**src/rtl/kfmmc_sector_sequencer_if.sv**
```systemverilog
// Host-side bundle of the sector sequencer: request/grant arbitration,
// completion pulses and the read/write byte streams.
interface kfmmc_sector_sequencer_if;
  logic [1:0]  req;
  logic [1:0]  req_write;
  logic [31:0] req_lba0;
  logic [31:0] req_lba1;
  logic [1:0]  grant;
  logic        done;
  logic        error;
  logic [7:0]  rd_byte;
  logic        rd_valid;
  logic [7:0]  wr_byte;
  logic        wr_valid;
  logic        wr_ready;

  modport master (
    output req, req_write, req_lba0, req_lba1, wr_byte, wr_valid,
    input  grant, done, error, rd_byte, rd_valid, wr_ready
  );

  modport slave (
    input  req, req_write, req_lba0, req_lba1, wr_byte, wr_valid,
    output grant, done, error, rd_byte, rd_valid, wr_ready
  );
endinterface

```
**src/rtl/kfmmc_sector_sequencer.sv**
```systemverilog
// Sector sequencer: round-robin grant of two requesters, address/command
// load into the drive, one 512-byte sector transfer, done/error report.
// All drive strobes and host pulses are registered; outputs visible in a
// cycle belong to the state shown in that cycle.
//
// state      | meaning
// IDLE       | no owner; grant on the next request
// WAIT_READY | owner granted, waiting for drive_busy low
// ADDR       | address strobes 1..4 on consecutive cycles
// CMD        | access command strobe; counter and watchdog cleared
// XFER       | byte stream until completion, error flag or timeout
// FINISH     | done/error pulse; grant released next cycle
module kfmmc_sector_sequencer #(
  parameter logic [23:0] TIMEOUT_CYCLES = 24'hFFFFFF,
  parameter logic [7:0]  CMD_READ       = 8'h80,
  parameter logic [7:0]  CMD_WRITE      = 8'h81
) (
  input  logic                     clock,
  input  logic                     reset,
  kfmmc_sector_sequencer_if.slave  host,
  output logic [7:0]               drive_data_bus,
  output logic                     drive_write_block_address_1,
  output logic                     drive_write_block_address_2,
  output logic                     drive_write_block_address_3,
  output logic                     drive_write_block_address_4,
  output logic                     drive_write_access_command,
  output logic                     drive_write_data,
  output logic                     drive_read_data,
  input  logic [7:0]               drive_read_data_byte,
  input  logic                     drive_busy,
  input  logic                     drive_read_byte_interrupt,
  input  logic                     drive_read_completion_interrupt,
  input  logic                     drive_request_write_data_interrupt,
  input  logic                     drive_write_completion_interrupt,
  input  logic                     drive_read_interface_error,
  input  logic                     drive_read_crc_error,
  input  logic                     drive_write_interface_error
);
  typedef enum logic [2:0] {IDLE, WAIT_READY, ADDR, CMD, XFER, FINISH} state_t;

  state_t      state, state_n;
  logic [1:0]  grant_n;
  logic        prefer1, prefer1_n;
  logic [31:0] lba, lba_n;
  logic        is_write, is_write_n;
  logic [1:0]  addr_idx, addr_idx_n;
  logic [9:0]  cnt, cnt_n;
  logic [23:0] wd, wd_n, wd_inc;
  logic        comp_pend, comp_pend_n;
  logic        done_n, error_n, wr_ready_n;
  logic [7:0]  bus_n;
  logic [3:0]  addr_stb_n;
  logic        cmd_stb_n, wr_stb_n, rd_stb_n;
  logic        pick1, dir_err, byte_evt, complete_irq;
  logic [7:0]  rd_hold;

  assign wd_inc       = wd + 24'd1;
  assign dir_err      = is_write ? drive_write_interface_error
                                 : (drive_read_interface_error | drive_read_crc_error);
  assign byte_evt     = is_write ? (host.wr_valid & host.wr_ready) : drive_read_byte_interrupt;
  assign complete_irq = is_write ? drive_write_completion_interrupt : drive_read_completion_interrupt;

  // Next-state and next-output decode; byte events take priority over completion.
  always_comb begin
    state_n     = state;
    grant_n     = host.grant;
    prefer1_n   = prefer1;
    lba_n       = lba;
    is_write_n  = is_write;
    addr_idx_n  = addr_idx;
    cnt_n       = cnt;
    wd_n        = wd;
    comp_pend_n = comp_pend;
    done_n      = 1'b0;
    error_n     = 1'b0;
    wr_ready_n  = host.wr_ready;
    bus_n       = drive_data_bus;
    addr_stb_n  = 4'b0000;
    cmd_stb_n   = 1'b0;
    wr_stb_n    = 1'b0;
    rd_stb_n    = 1'b0;
    pick1       = host.req[1] & (~host.req[0] | prefer1);
    case (state)
      IDLE: begin
        wr_ready_n = 1'b0;
        if (host.req != 2'b00) begin
          grant_n    = pick1 ? 2'b10 : 2'b01;
          prefer1_n  = ~pick1;
          lba_n      = pick1 ? host.req_lba1 : host.req_lba0;
          is_write_n = pick1 ? host.req_write[1] : host.req_write[0];
          state_n    = WAIT_READY;
        end
      end
      WAIT_READY: begin
        if (!drive_busy) begin
          addr_stb_n = 4'b0001;
          bus_n      = lba[31:24];
          addr_idx_n = 2'd0;
          state_n    = ADDR;
        end
      end
      ADDR: begin
        if (addr_idx == 2'd3) begin
          cmd_stb_n   = 1'b1;
          bus_n       = is_write ? CMD_WRITE : CMD_READ;
          cnt_n       = 10'd0;
          wd_n        = 24'd0;
          comp_pend_n = 1'b0;
          state_n     = CMD;
        end else begin
          addr_idx_n = addr_idx + 2'd1;
          addr_stb_n = 4'b0010 << addr_idx;
          case (addr_idx)
            2'd0:    bus_n = lba[23:16];
            2'd1:    bus_n = lba[15:8];
            default: bus_n = lba[7:0];
          endcase
        end
      end
      CMD: begin
        wd_n    = wd_inc;
        state_n = XFER;
      end
      XFER: begin
        wd_n = wd_inc;
        if (is_write && drive_request_write_data_interrupt) wr_ready_n = 1'b1;
        if (dir_err || wd_inc == TIMEOUT_CYCLES) begin
          error_n    = 1'b1;
          wr_ready_n = 1'b0;
          state_n    = FINISH;
        end else if (byte_evt) begin
          if (cnt == 10'd512) begin
            // a 513th byte is swallowed without a strobe
            error_n    = 1'b1;
            wr_ready_n = 1'b0;
            state_n    = FINISH;
          end else begin
            cnt_n = cnt + 10'd1;
            if (is_write) begin
              wr_stb_n   = 1'b1;
              bus_n      = host.wr_byte;
              wr_ready_n = drive_request_write_data_interrupt;
            end else begin
              rd_stb_n = 1'b1;
            end
            if (complete_irq) comp_pend_n = 1'b1;
          end
        end else if (complete_irq || comp_pend) begin
          done_n     = (cnt == 10'd512);
          error_n    = (cnt != 10'd512);
          wr_ready_n = 1'b0;
          state_n    = FINISH;
        end
      end
      FINISH: begin
        grant_n    = 2'b00;
        wr_ready_n = 1'b0;
        state_n    = IDLE;
      end
      default: state_n = IDLE;
    endcase
  end

  // State and registered-output update.
  always_ff @(posedge clock or posedge reset) begin
    if (reset) begin
      state                       <= IDLE;
      prefer1                     <= 1'b0;
      lba                         <= 32'd0;
      is_write                    <= 1'b0;
      addr_idx                    <= 2'd0;
      cnt                         <= 10'd0;
      wd                          <= 24'd0;
      comp_pend                   <= 1'b0;
      host.grant                  <= 2'b00;
      host.done                   <= 1'b0;
      host.error                  <= 1'b0;
      host.wr_ready               <= 1'b0;
      drive_data_bus              <= 8'h00;
      drive_write_block_address_1 <= 1'b0;
      drive_write_block_address_2 <= 1'b0;
      drive_write_block_address_3 <= 1'b0;
      drive_write_block_address_4 <= 1'b0;
      drive_write_access_command  <= 1'b0;
      drive_write_data            <= 1'b0;
      drive_read_data             <= 1'b0;
    end else begin
      state                       <= state_n;
      prefer1                     <= prefer1_n;
      lba                         <= lba_n;
      is_write                    <= is_write_n;
      addr_idx                    <= addr_idx_n;
      cnt                         <= cnt_n;
      wd                          <= wd_n;
      comp_pend                   <= comp_pend_n;
      host.grant                  <= grant_n;
      host.done                   <= done_n;
      host.error                  <= error_n;
      host.wr_ready               <= wr_ready_n;
      drive_data_bus              <= bus_n;
      drive_write_block_address_1 <= addr_stb_n[0];
      drive_write_block_address_2 <= addr_stb_n[1];
      drive_write_block_address_3 <= addr_stb_n[2];
      drive_write_block_address_4 <= addr_stb_n[3];
      drive_write_access_command  <= cmd_stb_n;
      drive_write_data            <= wr_stb_n;
      drive_read_data             <= rd_stb_n;
    end
  end

  // Read pipeline: byte captured with the interrupt, presented one cycle after the read strobe.
  always_ff @(posedge clock or posedge reset) begin
    if (reset) begin
      rd_hold       <= 8'h00;
      host.rd_byte  <= 8'h00;
      host.rd_valid <= 1'b0;
    end else begin
      if (rd_stb_n) rd_hold <= drive_read_data_byte;
      host.rd_valid <= drive_read_data;
      if (drive_read_data) host.rd_byte <= rd_hold;
    end
  end
endmodule

```
**src/flat_wrapper.sv**
```systemverilog
// flat-port wrapper written by rule: the top's interface ports become plain ports
module kfmmc_sector_sequencer_flat 
#(
  parameter logic [23:0] TIMEOUT_CYCLES = 24'hFFFFFF,
  parameter logic [7:0]  CMD_READ       = 8'h80,
  parameter logic [7:0]  CMD_WRITE      = 8'h81
)
  (clock, reset, drive_data_bus, drive_write_block_address_1, drive_write_block_address_2, drive_write_block_address_3, drive_write_block_address_4, drive_write_access_command, drive_write_data, drive_read_data, drive_read_data_byte, drive_busy, drive_read_byte_interrupt, drive_read_completion_interrupt, drive_request_write_data_interrupt, drive_write_completion_interrupt, drive_read_interface_error, drive_read_crc_error, drive_write_interface_error, host_req, host_req_write, host_req_lba0, host_req_lba1, host_wr_byte, host_wr_valid, host_grant, host_done, host_error, host_rd_byte, host_rd_valid, host_wr_ready);
  kfmmc_sector_sequencer_if host_i ();
  input  logic clock;
  input  logic reset;
  output logic [7:0] drive_data_bus;
  output logic drive_write_block_address_1;
  output logic drive_write_block_address_2;
  output logic drive_write_block_address_3;
  output logic drive_write_block_address_4;
  output logic drive_write_access_command;
  output logic drive_write_data;
  output logic drive_read_data;
  input  logic [7:0] drive_read_data_byte;
  input  logic drive_busy;
  input  logic drive_read_byte_interrupt;
  input  logic drive_read_completion_interrupt;
  input  logic drive_request_write_data_interrupt;
  input  logic drive_write_completion_interrupt;
  input  logic drive_read_interface_error;
  input  logic drive_read_crc_error;
  input  logic drive_write_interface_error;
  input wire logic [$bits(host_i.req)-1:0] host_req;
  input wire logic [$bits(host_i.req_write)-1:0] host_req_write;
  input wire logic [$bits(host_i.req_lba0)-1:0] host_req_lba0;
  input wire logic [$bits(host_i.req_lba1)-1:0] host_req_lba1;
  input wire logic [$bits(host_i.wr_byte)-1:0] host_wr_byte;
  input wire logic [$bits(host_i.wr_valid)-1:0] host_wr_valid;
  output wire logic [$bits(host_i.grant)-1:0] host_grant;
  output wire logic [$bits(host_i.done)-1:0] host_done;
  output wire logic [$bits(host_i.error)-1:0] host_error;
  output wire logic [$bits(host_i.rd_byte)-1:0] host_rd_byte;
  output wire logic [$bits(host_i.rd_valid)-1:0] host_rd_valid;
  output wire logic [$bits(host_i.wr_ready)-1:0] host_wr_ready;
  assign host_i.req = host_req;
  assign host_i.req_write = host_req_write;
  assign host_i.req_lba0 = host_req_lba0;
  assign host_i.req_lba1 = host_req_lba1;
  assign host_i.wr_byte = host_wr_byte;
  assign host_i.wr_valid = host_wr_valid;
  assign host_grant = host_i.grant;
  assign host_done = host_i.done;
  assign host_error = host_i.error;
  assign host_rd_byte = host_i.rd_byte;
  assign host_rd_valid = host_i.rd_valid;
  assign host_wr_ready = host_i.wr_ready;
  kfmmc_sector_sequencer #(.TIMEOUT_CYCLES(TIMEOUT_CYCLES), .CMD_READ(CMD_READ), .CMD_WRITE(CMD_WRITE)) u_core (.clock(clock), .reset(reset), .host(host_i), .drive_data_bus(drive_data_bus), .drive_write_block_address_1(drive_write_block_address_1), .drive_write_block_address_2(drive_write_block_address_2), .drive_write_block_address_3(drive_write_block_address_3), .drive_write_block_address_4(drive_write_block_address_4), .drive_write_access_command(drive_write_access_command), .drive_write_data(drive_write_data), .drive_read_data(drive_read_data), .drive_read_data_byte(drive_read_data_byte), .drive_busy(drive_busy), .drive_read_byte_interrupt(drive_read_byte_interrupt), .drive_read_completion_interrupt(drive_read_completion_interrupt), .drive_request_write_data_interrupt(drive_request_write_data_interrupt), .drive_write_completion_interrupt(drive_write_completion_interrupt), .drive_read_interface_error(drive_read_interface_error), .drive_read_crc_error(drive_read_crc_error), .drive_write_interface_error(drive_write_interface_error));
endmodule
```
**config.mk**
```make
export PLATFORM = sky130hd
export DESIGN_NAME = kfmmc_sector_sequencer_flat
export DESIGN_NICKNAME = d
export VERILOG_FILES = /design/src/rtl/kfmmc_sector_sequencer_if.sv /design/src/rtl/kfmmc_sector_sequencer.sv /design/src/flat_wrapper.sv
export SDC_FILE = /design/constraint.sdc
export NUM_CORES = 1
export LEC_CHECK = 0
export CORE_MARGIN = 2
export CORE_UTILIZATION = 40
export CTS_CLUSTER_SIZE = 24
export DETAILED_ROUTE_END_ITERATION = 10
export PLACE_DENSITY = 0.63
export SETUP_SLACK_MARGIN = 0.4
export SYNTH_ARGS = -nofsm -noshare
export SYNTH_HDL_FRONTEND = slang
export SYNTH_SLANG_ARGS = --single-unit
export TNS_END_PERCENT = 10
```
**constraint.sdc**
```tcl
create_clock -name clock -period 4.9 [get_ports clock]
set_input_delay 0.98 -clock clock [delete_from_list [all_inputs] [get_ports clock]]
set_output_delay 0.98 -clock clock [all_outputs]
set_load 0.01 [all_outputs]
```
==> out/metrics.csv, run 1 <==
metric,value,unit
initial drt markers,252,
Worst Path Required,5150,ps
CTS Buffer Depth,2,
Sequential Area,0.00278,mm2
CTS root buf,clkbuf_16,
Critical Setup Path Class,flop to flop,
Die Area,0.0156,mm2
fill cell count,1361,
Post-DP Area,0.00723,mm2
number of antenna violations at the first check in global routing,0,
Clock Skews,9.92,ps
Setup crit start kind,flop,
Max Cap Viol,0,
Total Routing Usage GR,0.191,
Ys Warns,0,
Total Nets Final,799,
final core utilization,0.522,
chip width,125,um
DR pass1 iterations,8,
Max Slew Vio Count,0,
final WL,14.4,mm
Setup Viol. Count Final,0,
I/O pin count,124,
hold_buf cts,0,
Reg2Reg Launch Point,u_core.wd[0]$_DFFE_PP0P_,
design area,0.00752,mm2
XOR/XNOR Fraction of Synth Area,0.0192,
static leakage,0.00329,uW
CP Data Arrival Time,4040,ps
hold_sp,u_core.lba[2]$_DFFE_PP0P_,
most instantiated library cell after synthesis,dfrtp_1,
worst hold margin,483,ps
worst hold path endpoint,u_core.lba[2]$_DFFE_PP0P_,
Worst Tran Pin Value,1080,ps
min cycle time layout,3790,ps
library cells used by synthesis,59,
H-Tree Depth,3,
R2R Path End,u_core.drive_data_bus[2]$_DFFE_PP0P_,
ANT nets after route,0,
total power,3580,uW
TritonCTS buffer count,9,
Resize count post-CTS,0,
largest family of logic cells by synthesized area,compound AO/OA/AOI/OAI gates,
CTS tree,yes,
"FFs w/ async S/R, synth",1.00,
clk slew on worst S/H paths,70,ps
adder-cell share of the synthesized area,0.0192,
status,finished clean,
Post-Syn Area,0.00586,mm2
Simple-Gate Fraction of Synth Area,0.159,
R2R setup slack,1110,ps
Sink Count,111,
Synth top area share,0.474,
Area Overhead vs Synth,28.4,%
Synth Area in Compound Gates,0.171,
DR DRC count,0,
Highest Clock Rate,264,MHz
global route overflow,0,
largest net degree at the start of global routing,73,
setup TNS,0,ps
Final Cycle Share,0.774,
Post-CTS Setup Inserts,0,
crit path max fanout,11,
core area,0.0144,mm2
Max rail drop VDD,0.210,mV
vias,4758,
Max-Slew Margin vs Limit,0.276,
placed wire-length estimate,10.7,mm
DIE HEIGHT,125,um
Starting Density,0.406,
gpl congestion,0.875,
vias per inst,5.39,
RSZ-0062 raised after global routing,no,
wire per inst,16.3,um
Fin. Hold Viols,0,
first-pass GRT wire length,24.3,mm
synth cell count leaders,"dfrtp_1 (111), o21ai_0 (73), nand2_1 (69), nor2_1 (35), mux2i_1 (34)",
FF-to-FF path depth,8,
vias in the first global route,4816,
WHS Path Cells,2,
Cells after Synth,592,
synth top area cells,"dfrtp_1 (47%), o21ai_0 (6.2%), mux2i_1 (5.8%)",
PortBufs,123,
Synth area leader,dfrtp_1,
top_reg_cell synth,dfrtp_1,
insertion delay to the later sink of the worst-skew pair,360,ps
Mean Syn Cell Area,9.90,um2
Yosys reg bits,111,
Synthesized Nets,696,
layout cells sized above 1,0.0987,
sequential fraction of the synthesis area,0.474,
mux share of post-synthesis cell area,0.120,
Hold Path Class,flop to flop,
Ant. Diodes,0,
PD cells,476,mW/mm2
# rows,44,
crit end category,flop,
multi-input logic area,0.00288,mm2
"EDFF count, synth",0,
[layer usage]
layer / GRT usage / vias to the layer above / wire [um]
li1: - / 2337 / -
met1: 0.242 / 2280 / 6170
met2: 0.331 / 128 / 7320
met3: 0.0496 / 13 / 775
met4: 0.0438 / 0 / 153
met5: 0 / - / 0
[state kept, by name, indices dropped and copies added, names as in the netlist, 2 cells and up]
signal                 cells
u_core.drive_data_bus      8
u_core.wd                 24
u_core.state               3
u_core.host.rd_byte        8
u_core.lba                32
u_core.rd_hold             8
u_core.cnt                10
u_core.host.grant          2
u_core.addr_idx            2
[logic make-up (layout without fill, tap and decap cells)]
kind of cell,Yosys count,count (layout)
flip-flops,111,111
adder cells (fa/ha/maj),9,9
AND/OR/NAND/NOR,185,185
XOR/XNOR,12,12
buffers and inverters,55,162
AO/OA/AOI/OAI,159,159
multiplexers,61,61
[worst max-delay path: stages, from the launching register on]
cell and delay (ps):
dfrtp_1 420, ha_1 350, inv_1 150, nor4_2 740, nand3b_1 250, a2111oi_4 920, nor3b_2 130, o21ai_4 380
mux2_4 340
[how the worst max path moves through the flow]
stage | from | endpoint | slack, ps
finish | u_core.wd[0]$_DFFE_PP0P_ | u_core.drive_data_bus[2]$_DFFE_PP0P_ | 1110
global route | u_core.wd[0]$_DFFE_PP0P_ | u_core.drive_data_bus[2]$_DFFE_PP0P_ | 800
CTS | u_core.wd[0]$_DFFE_PP0P_ | u_core.drive_data_bus[6]$_DFFE_PP0P_ | 1140
detailed placement | u_core.wd[0]$_DFFE_PP0P_ | u_core.drive_data_bus[7]$_DFFE_PP0P_ | 1160
global placement | u_core.wd[0]$_DFFE_PP0P_ | u_core.drive_data_bus[2]$_DFFE_PP0P_ | 1280
floorplan | reset | u_core.addr_idx[0]$_DFFE_PP0P_ | 990
[power by group]
part           total (uW)  internal [uW]  switching [uW]
sequential           1420           1190             226
combinational        1430            655             773
clock                 741            398             343
[cells in the final DEF, fill, tap and decap left out, drive strengths merged, types with 11 or more instances in the layout]
cell type,n
dfrtp,111
nor2,36
nand4,13
mux2,27
a21oi,29
nand2,69
nor3,11
o21ai,79
nand3,21
clkdlybuf4s50,123
mux2i,34
inv,21
[final cells by class]
cell class	instances	share of cell area
Clock buffer	9	0.0299
Inverter	19	0.00981
Multi-Input combinational cell	426	0.383
Tap cell	184	0.0306
Timing Repair Buffer	128	0.169
Sequential cell	111	0.369
Clock inverter	6	0.00915
[per-stage QoR]
stage / setup WS (ps) / instances
floorplan: 989 / 592
global placement: 1280 / 868
detailed placement: 1160 / 868
CTS: 1140 / 883
global route: 795 / 883
finish: 1110 / 883
Note: power is estimated with default switching activity, not from simulation.
==> run 2, diff against run 1 <==
clock period = 3.7 ns   (was 4.9 ns; I/O delays follow)
==> run 2 against run 1 <==
Against the previous run:
- maximum frequency increased by 22%
- worst setup slack lost 510 ps
- die area stayed put
- first-iteration DRC count increased by 20%
- register-to-register slack lost 510 ps
- sequential power rose by 32%
- sequential cell count did not move
- clock power grew 44%
- non-clock buffer count up 3
- critical endpoint is now u_core.rd_hold[0]$_DFFE_PP0P_
==> out/metrics.csv, run 2 (same netlist as run 1, synthesis figures left out) <==
metric,value,unit,change
Max-Slew Margin vs Limit,0.228,,-0.0483
worst path cell trace,"nand4_1, or4_4, nor3_1, o21ai_1, a2111oi_4, buf_4, nor2_4, nand4_4, mux2_4",,
min cycle time layout,3100,ps,-693 ps
Fin. Hold Viols,0,,unchanged
Post-CTS Setup Inserts,0,,unchanged
TritonCTS buffer count,9,,unchanged
Gate power share,0.396,,-0.002
clk slew on worst S/H paths,70,ps,about the same
Hold Path Class,flop to flop,,
crit path max fanout,11,,unchanged
ANT nets after route,0,,unchanged
critical path's top delay family,simple AND/OR/NAND/NOR gates,,
DR DRC count,0,,unchanged
CP Data Arrival Time,3340,ps,-700 ps
Setup Viol. Count Final,0,,unchanged
hold_buf cts,0,,unchanged
Critical Setup Path Class,flop to flop,,
Final Cycle Share,0.838,,+0.0637
layout cells sized above 1,0.105,,+0.00655
vias,4760,,+0.042%
worst path bufs/invs,1,,unchanged
crit end category,flop,,
total power,4850,uW,+35%
DIE HEIGHT,125,um,unchanged
vias per inst,5.37,,-0.41%
Setup crit start kind,flop,,
crit path max-delay cell type,or4_4,,
initial drt markers,303,,+20%
Worst Tran Pin Value,1150,ps,+72.3 ps
CTS Buffer Depth,2,,unchanged
I/O pin count,124,,unchanged
Max rail drop VDD,0.299,mV,+42%
PortBufs,123,,unchanged
chip width,125,um,unchanged
placed insts,871,,+0.35%
"commonest non-fill, non-tap cell in the layout",clkdlybuf4s50_1,,
cell internal pwr,3090,uW,+38%
Worst Path Required,3940,ps,-1210 ps
Max Cap Viol,0,,unchanged
static leakage,0.00332,uW,+1.1%
status,finished clean,,
Sink Count,111,,unchanged
Die Area,0.0156,mm2,unchanged
WHS Path Cells,2,,unchanged
total stage count of the critical path,9,,+1
Clk pwr share,0.220,,+0.013
insertion delay to the later sink of the worst-skew pair,350,ps,about the same
gpl congestion,0.888,,+1.5%
CTS root buf,clkbuf_16,,
net switching power,1760,uW,+31%
number of antenna violations at the first check in global routing,0,,unchanged
# rows,44,,unchanged
Largest register FFs,32,,unchanged
core area,0.0144,mm2,unchanged
Ant. Diodes,0,,unchanged
switching part of the total,0.364,,-0.0108
max incr delay on CP,550,ps,-370 ps
Highest Clock Rate,323,MHz,+22%
Regs by FF count,"u_core.lba (32), u_core.wd (24), u_core.cnt (10)",,
DR pass1 iterations,7,,-1
Area Overhead vs Synth,29.7,%,
Clock Skews,8.37,ps,-1.55 ps
non-filler instance count after layout,887,,+0.45%
placed wire-length estimate,10.4,mm,-3.4%
vias in the first global route,4879,,+1.3%
"commonest cells after routing, fill and taps aside","clkdlybuf4s50_1 (123), dfrtp_1 (111), o21ai_0 (72)",,
largest net degree at the start of global routing,112,,+53%
first-pass GRT wire length,23.8,mm,-2.0%
largest reg by FF count,u_core.lba,,
setup TNS,0,ps,unchanged
RSZ-0062 raised after global routing,no,,
Total Routing Usage GR,0.188,,-0.00332
Starting Density,0.406,,unchanged
CTS tree,yes,,
FF-to-FF path depth,9,,+1
wire per inst,15.9,um,-2.4%
Resize count post-CTS,0,,unchanged
global route overflow,0,,unchanged
final WL,14.1,mm,-2.0%
PD cells,638,mW/mm2,+34%
Total Nets Final,802,,+0.38%
register share of total power,0.385,,-0.010
H-Tree Depth,3,,unchanged
Max Slew Vio Count,0,,unchanged
run 2: per-layer routing:
layer / global-route usage / vias to the layer above / routed length (um)
met5: 0 / - / 0
met4: 0.0673 / 0 / 111
met3: 0.0471 / 7 / 791
met2: 0.320 / 127 / 7220
met1: 0.232 / 2284 / 6010
li1: - / 2342 / -
run 2: stage by stage:
| step | instance area [um2] | util | worst slack (ps) | hold slack [ps] |
|---|---|---|---|---|
| detailed placement | 7270 | 0.504 | 561 | 470 |
| finish | 7600 | 0.527 | 600 | 481 |
| floorplan | 5870 | - | 784 | 433 |
| global placement | 7270 | 0.504 | 648 | 463 |
| CTS | 7600 | 0.527 | 542 | 486 |
| global route | 7600 | 0.527 | 413 | 507 |
run 2: area by class of cell:
class / instances / area, um2
clock buffers: 11 / 253
clock inverters: 5 / 78.8
fillers: 1336 / 6820
inverters: 19 / 75.1
multi-input cells: 426 / 2880
flip-flops and latches: 111 / 2780
well taps: 184 / 230
repair buffers: 131 / 1300
run 2: final timing paths:
path	start	end	slack (ps)
min in group asynchronous	reset	u_core.wd[0]$_DFFE_PP0P_	890
max in group asynchronous	reset	u_core.wd[12]$_DFFE_PP0P_	2360
hold / removal	u_core.lba[4]$_DFFE_PP0P_	u_core.lba[4]$_DFFE_PP0P_	480
hold reg to reg	u_core.lba[4]$_DFFE_PP0P_	u_core.lba[4]$_DFFE_PP0P_	480
setup / recovery	u_core.wd[10]$_DFFE_PP0P_	u_core.rd_hold[0]$_DFFE_PP0P_	600
setup reg to reg	u_core.wd[10]$_DFFE_PP0P_	u_core.rd_hold[0]$_DFFE_PP0P_	600
run 2: power groups by stage:
stage / sequential [uW] / clock, uW / combinational, uW
after detailed placement: 1890 / 0 / 1930
after floorplan: 1810 / 0 / 1320
after global placement: 1880 / 0 / 1890
after global routing: 1930 / 1160 / 2150
final: 1870 / 1070 / 1920
after CTS: 1870 / 1100 / 1940
run 2: worst min-delay path: cells and delay by family (launching register included):
kind | cells | cell delay [ps]
flops | 1 | 340
compound gates | 1 | 60
simple gates | 1 | 50
